## src/rtl/idct_coef_feeder_if.sv

```systemverilog
// idct_coef_feeder_if: coefficient input stream and IDCT row output bundle
interface idct_coef_feeder_if #(
   parameter int IN_WIDTH = 12,
   parameter int Q_WIDTH = 8,
   parameter int COEF_WIDTH = 32
);
   logic coef_valid;
   logic coef_ready;
   logic [5:0] coef_pos;
   logic signed [IN_WIDTH-1:0] coef_val;
   logic [Q_WIDTH-1:0] coef_q;
   logic coef_last;
   logic idct_busy;
   logic idct_en;
   logic signed [COEF_WIDTH-1:0] row [0:7];
   modport master (
      output coef_valid, coef_pos, coef_val, coef_q, coef_last, idct_busy,
      input coef_ready, idct_en, row
   );
   modport slave (
      input coef_valid, coef_pos, coef_val, coef_q, coef_last, idct_busy,
      output coef_ready, idct_en, row
   );
endinterface

```

## src/rtl/idct_coef_feeder.sv

```systemverilog
// idct_coef_feeder: dequantise zigzag coefficients into an 8x8 buffer and stream its rows to the IDCT
module idct_coef_feeder #(
   parameter int IN_WIDTH = 12,
   parameter int Q_WIDTH = 8,
   parameter int COEF_WIDTH = 32
) (
   input logic aclk,
   input logic areset,
   idct_coef_feeder_if.slave bus
);
   typedef enum logic [1:0] {FILL, WAIT, PRE, SEND} state_t;
   localparam logic [5:0] ZZ [64] = '{
       0,  1,  8, 16,  9,  2,  3, 10, 17, 24, 32, 25, 18, 11,  4,  5,
      12, 19, 26, 33, 40, 48, 41, 34, 27, 20, 13,  6,  7, 14, 21, 28,
      35, 42, 49, 56, 57, 50, 43, 36, 29, 22, 15, 23, 30, 37, 44, 51,
      58, 59, 52, 45, 38, 31, 39, 46, 53, 60, 61, 54, 47, 55, 62, 63
   };
   state_t state_q, state_d;
   logic [2:0] cnt_q, cnt_d, ld;
   logic acc;
   logic signed [IN_WIDTH-1:0] val;
   logic [Q_WIDTH-1:0] q;
   logic signed [COEF_WIDTH-1:0] prod;
   logic signed [COEF_WIDTH-1:0] mem_q [64];
   logic signed [COEF_WIDTH-1:0] row_q [0:7];
   assign val = bus.coef_val;
   assign q = bus.coef_q;
   assign prod = COEF_WIDTH'(val) * COEF_WIDTH'(q);
   assign acc = bus.coef_valid && state_q == FILL;
   assign ld = state_q == PRE ? 3'd0 : cnt_q + 3'd1;
   assign bus.coef_ready = state_q == FILL;
   assign bus.idct_en = state_q == PRE || state_q == SEND;
   assign bus.row = row_q;
   // next state: collect until last, wait for the IDCT, one lead-in cycle, then eight rows
   always_comb begin
      state_d = state_q;
      cnt_d = state_q == SEND ? cnt_q + 3'd1 : 3'd0;
      if (state_q == FILL && acc && bus.coef_last) state_d = WAIT;
      if (state_q == WAIT && !bus.idct_busy) state_d = PRE;
      if (state_q == PRE) state_d = SEND;
      if (state_q == SEND && cnt_q == 3'd7) state_d = FILL;
   end
   // control registers
   always_ff @(posedge aclk) begin
      if (areset) begin
         state_q <= FILL;
         cnt_q <= '0;
      end else begin
         state_q <= state_d;
         cnt_q <= cnt_d;
      end
   end
   // buffer scatter, row staging one cycle ahead of its SEND slot, and clear-behind of sent rows
   always_ff @(posedge aclk) begin
      if (areset) begin
         for (int i = 0; i < 64; i++) mem_q[i] <= '0;
         for (int i = 0; i < 8; i++) row_q[i] <= '0;
      end else begin
         if (acc) mem_q[ZZ[bus.coef_pos]] <= prod;
         for (int i = 0; i < 8; i++) begin
            if (state_q == WAIT && !bus.idct_busy) row_q[i] <= '0;
            if (state_q == PRE || (state_q == SEND && cnt_q != 3'd7)) row_q[i] <= mem_q[{ld, 3'(i)}];
            if (state_q == SEND) mem_q[{cnt_q, 3'(i)}] <= '0;
         end
      end
   end
endmodule

```

## src/flat_wrapper.sv

```systemverilog
// flat-port wrapper written by rule: the top's interface ports become plain ports
module idct_coef_feeder_flat 
#(
   parameter int IN_WIDTH = 12,
   parameter int Q_WIDTH = 8,
   parameter int COEF_WIDTH = 32
)
  (aclk, areset, bus_coef_valid, bus_coef_pos, bus_coef_val, bus_coef_q, bus_coef_last, bus_idct_busy, bus_coef_ready, bus_idct_en, bus_row);
  idct_coef_feeder_if #(.IN_WIDTH(IN_WIDTH), .Q_WIDTH(Q_WIDTH), .COEF_WIDTH(COEF_WIDTH)) bus_i ();
  input logic aclk;
  input logic areset;
  input wire logic [$bits(bus_i.coef_valid)-1:0] bus_coef_valid;
  input wire logic [$bits(bus_i.coef_pos)-1:0] bus_coef_pos;
  input wire logic [$bits(bus_i.coef_val)-1:0] bus_coef_val;
  input wire logic [$bits(bus_i.coef_q)-1:0] bus_coef_q;
  input wire logic [$bits(bus_i.coef_last)-1:0] bus_coef_last;
  input wire logic [$bits(bus_i.idct_busy)-1:0] bus_idct_busy;
  output wire logic [$bits(bus_i.coef_ready)-1:0] bus_coef_ready;
  output wire logic [$bits(bus_i.idct_en)-1:0] bus_idct_en;
  output wire logic [$bits(bus_i.row)-1:0] bus_row;
  assign bus_i.coef_valid = bus_coef_valid;
  assign bus_i.coef_pos = bus_coef_pos;
  assign bus_i.coef_val = bus_coef_val;
  assign bus_i.coef_q = bus_coef_q;
  assign bus_i.coef_last = bus_coef_last;
  assign bus_i.idct_busy = bus_idct_busy;
  assign bus_coef_ready = bus_i.coef_ready;
  assign bus_idct_en = bus_i.idct_en;
  assign bus_row = {>>{bus_i.row}};
  idct_coef_feeder #(.IN_WIDTH(IN_WIDTH), .Q_WIDTH(Q_WIDTH), .COEF_WIDTH(COEF_WIDTH)) u_core (.aclk(aclk), .areset(areset), .bus(bus_i));
endmodule
```

## config.mk

```make
export PLATFORM = sky130hd
export DESIGN_NAME = idct_coef_feeder_flat
export DESIGN_NICKNAME = d
export VERILOG_FILES = /design/src/rtl/idct_coef_feeder_if.sv /design/src/rtl/idct_coef_feeder.sv /design/src/flat_wrapper.sv
export SDC_FILE = /design/constraint.sdc
export NUM_CORES = 2
export LEC_CHECK = 0
export BUFFER_PORTS_ARGS = -buffer_cell sky130_fd_sc_hd__buf_2
export CORE_MARGIN = 4
export CORE_UTILIZATION = 50
export CTS_CLUSTER_SIZE = 16
export DETAILED_ROUTE_END_ITERATION = 10
export PLACE_DENSITY_LB_ADDON = 0.12
export SLEW_MARGIN = 5
export SYNTH_ARGS = -nofsm -noshare
export SYNTH_HDL_FRONTEND = slang
export SYNTH_SLANG_ARGS = --single-unit
```

## constraint.sdc

```tcl
create_clock -name aclk -period 13.9 [get_ports aclk]
set_input_delay 2.085 -clock aclk [delete_from_list [all_inputs] [get_ports aclk]]
set_output_delay 2.085 -clock aclk [all_outputs]
set_load 0.01 [all_outputs]
```

==> summary.md <==
| Metric | Value |
|---|---|
| Syn avg cell area | `8.71 um2` |
| Die Area | `151,000 um2` |
| Compound-Gate Fraction of Synth Area | `17.4%` |
| RSZ-0062 raised after global routing | `false` |
| Endpoints failing hold | `0` |
| Post-route ant nets | `0` |
| Max-cap violation count | `0` |
| Ys async rst share | `0%` |
| Hold Path Class | `reg2reg` |
| CP endpoint kind | `flop` |
| Maximum number of pins on one net before global-route repair | `272` |
| Die X | `~390 um` |
| Worst-Skew Late Latency | `810 ps` |
| Via count of the first global-routing pass | `61,700` |
| Cell Area, Placed | `roughly 74,000 um2` |
| Register clock-pin slew on the reported worst setup and hold paths | `roughly 60 ps` |
| Yosys top cell area share | `41.9%` |
| Post-placement cell count | `9,673` |
| Slew @ Worst Pin | `1570 ps` |
| CTS tree | `built` |
| Starting density of the core | `50.4%` |
| Setup Buffers After CTS | `0` |
| CP Data Arrival Time | `about 7700 ps` |
| Primary FF master, synth | `dfxtp_1` |
| Synth Warn # | `0` |
| Final net count | `8,100` |
| Setup Viol. Count Final | `0` |
| Total CTS buffers | `162` |
| Starting DRT DRC Count | `approximately 9,400` |
| Commonest non-fill, non-tap cell in the layout | `dfxtp_1` |
| Failing checks | `max-slew violations` |
| Post-Synth Simple-Gate Area | `24.0%` |
| Number of I/O pins | `289` |
| Total GRT Usage | `35.0%` |
| Worst EP required | `14,590 ps` |
| Final non-filler cell area | `around 80,000 um2` |
| Crit path cell chain | `buf_2 > nand2_1 > fa_1 > inv_1 > fa_1 > inv_1 > fa_1 > fa_1 > inv_1 > ha_1 > o21ai_0 > nor2_1 > o21a_1 > nor2_1 > xnor2_2 > buf_4 > nand2_1 > o21ai_0` |
| Layout cell share with drive strength beyond 1 | `12.8%` |
| Cell type with the largest total area after synthesis | `dfxtp_1` |
| Commonest non-fill, non-tap cells in the layout | `1,517 x dfxtp_1, 1,325 x nand2_1, 1,078 x a21oi_1` |
| Pwr dens | `roughly 180 nW/um2` |
| Synth Area in Adders | `3.12%` |
| Area growth syn-to-layout | `9.18%` |
| Rows | `between 100 and 150` |
| Max rail drop VDD | `0.743 mV` |
| Via count | `65,400` |
| # resized after CTS | `0` |
| CP most frequent cell | `fa_1` |
| Min Clock Period, post-route | `roughly 7000 ps` |
| Clock Tree Root | `clkbuf_16` |
| Max Freq | `roughly 140 MHz` |
| Largest family of logic cells by synthesized area | `simple AND/OR/NAND/NOR gates` |
| Sequential share of the synthesized area | `41.9%` |
| Total power | `14.4 mW` |
| Gpl congestion | `0.887` |
| Final WL | `around 280,000 um` |
| XOR/XNOR share of the synthesized area | `0.218%` |
| Leakage | `28.2 nW` |
| Mapped Nets | `8,482` |
| Grt total ovfl | `0` |
| Crit Path Max Fanout | `50` |
| Setup TNS | `0 ps` |
| Fill cells | `13,000` |
| WL/cell | `27.6 um` |
| # port buffers | `288` |
| Fin crit share | `about half` |
| Synth area leaders | `dfxtp_1 42%, nand3b_1 11%, a21oi_1 7.5%` |
| Cells after synthesis | `between 8,000 and 9,000` |
| Yosys cell types | `77` |
| HPWL Detailed | `153,000 um` |
| Kind of critical path | `in2reg` |
| Status | `finished, violations left` |
| Finished Layout Cells | `~10,000` |
| CP max-delay cell | `nand2_1` |
| Post-synthesis mux area share | `6.36%` |
| Rel. slew slack | `-4.58%` |
| First-pass GRT wire length | `409,000 um` |
| Clk_skew | `approximately 27 ps` |
| Core Region | `144,000 um2` |
| Final Core Density | `roughly 55%` |
| CP startpoint kind | `input pin` |
| Post-synth EDFFs | `0` |
| Drt via density | `6.56` |
| Synthesized area | `between 70,000 and 80,000 um2` |
| Initial antenna violation count | `19` |
| Final Max Slew Viols | `42` |
| CTS H-tree depth | `4` |
| Clock tree buffer depth | `3` |
| DRC | `0` |
| Crit path largest cell delay | `about 730 ps` |
| Chip height | `389 um` |
| Hold_buf cts | `0` |
| Iteration count of the initial detailed-routing pass | `6` |
| Flop and latch count out of synthesis | `1,517` |
| CTS sink cnt | `~1,500` |
[power by group]
| group | switching (mW) | leakage [nW] | total (mW) | internal, mW |
|---|---|---|---|---|
| sequential | 0.0359 | 12.2 | 4.45 | 4.41 |
| clock | 1.84 | 2.63 | 4.37 | 2.53 |
| combinational | 4.73 | 13.3 | 5.57 | 0.834 |
[Yosys cell counts (57+ instances only)]
master / number
dfxtp_1: 1517
nand2_1: 1331
a21oi_1: 1079
nand3b_1: 1014
clkbuf_1: 707
a221oi_1: 338
nor2_1: 274
nand3_1: 226
buf_2: 186
o21ai_0: 170
o31ai_1: 170
a22oi_1: 169
mux4_2: 168
inv_1: 139
buf_4: 101
nor2b_1: 83
mux2i_1: 81
fa_1: 78
o21ai_1: 57
[area by class of cell]
| type | count | area (um2) | area share [%] |
|---|---|---|---|
| repair buffers | 474 | 2910 | 3.68 |
| multi-input cells | 5640 | 37500 | 47.4 |
| well taps | 1903 | 2380 | 3.01 |
| diodes | 12 | 30.0 | 0.0380 |
| flip-flops and latches | 1517 | 30400 | 38.4 |
| inverters | 140 | 533 | 0.674 |
| clock buffers | 263 | 5040 | 6.38 |
| clock inverters | 28 | 297 | 0.375 |
[per-layer routing]
metal	vias up	part of all wire, %	global-route usage [%]
met5	-	0.017	0
met1	32400	42	49.3
li1	28700	-	-
met3	558	10	7.03
met4	6	3.9	14.3
met2	3805	44	52.7
[kinds of logic after synthesis]
family,count (synthesis)
buffers and inverters,1160
AO/OA/AOI/OAI,2044
AND/OR/NAND/NOR,3194
adder cells (fa/ha/maj),134
XOR/XNOR,18
flip-flops,1517
multiplexers,250
[flip-flops by register name, indices dropped and copies added, names as in the netlist]
signal          cells
u_core.mem_q     1344
u_core.state_q      2
u_core.cnt_q        3
u_core.bus.row    168
[per-stage QoR]
| step | setup WS, ps | hold slack, ps |
|---|---|---|
| finish | 6850 | 462 |
| global route | 6710 | 479 |
| CTS | 7100 | 459 |
| detailed placement | 6250 | 451 |
| global placement | 6250 | 444 |
| floorplan | 7090 | 434 |
[worst max-delay path, delay by kind of cell]
family | cells | cell delay, ps
compound gates | 3 | 860
xor+xnor | 1 | 130
fa+ha+maj | 5 | 2360
buf+inv | 5 | 1060
simple gates | 4 | 1160
[path summary, 6_finish.rpt]
path / startpoint / to / slack (ps) / cells after the start
worst max register to register: u_core.cnt_q[0] / u_core.bus.row[138] / 8240 / 9
worst min-delay path: u_core.mem_q[3][6] / u_core.mem_q[3][6] / 460 / 2
worst max-delay path: bus_coef_q[0] / u_core.mem_q[34][10] / 6850 / 18
worst min register to register: u_core.mem_q[3][6] / u_core.mem_q[3][6] / 460 / 2
Note: power is estimated with default switching activity, not from simulation.
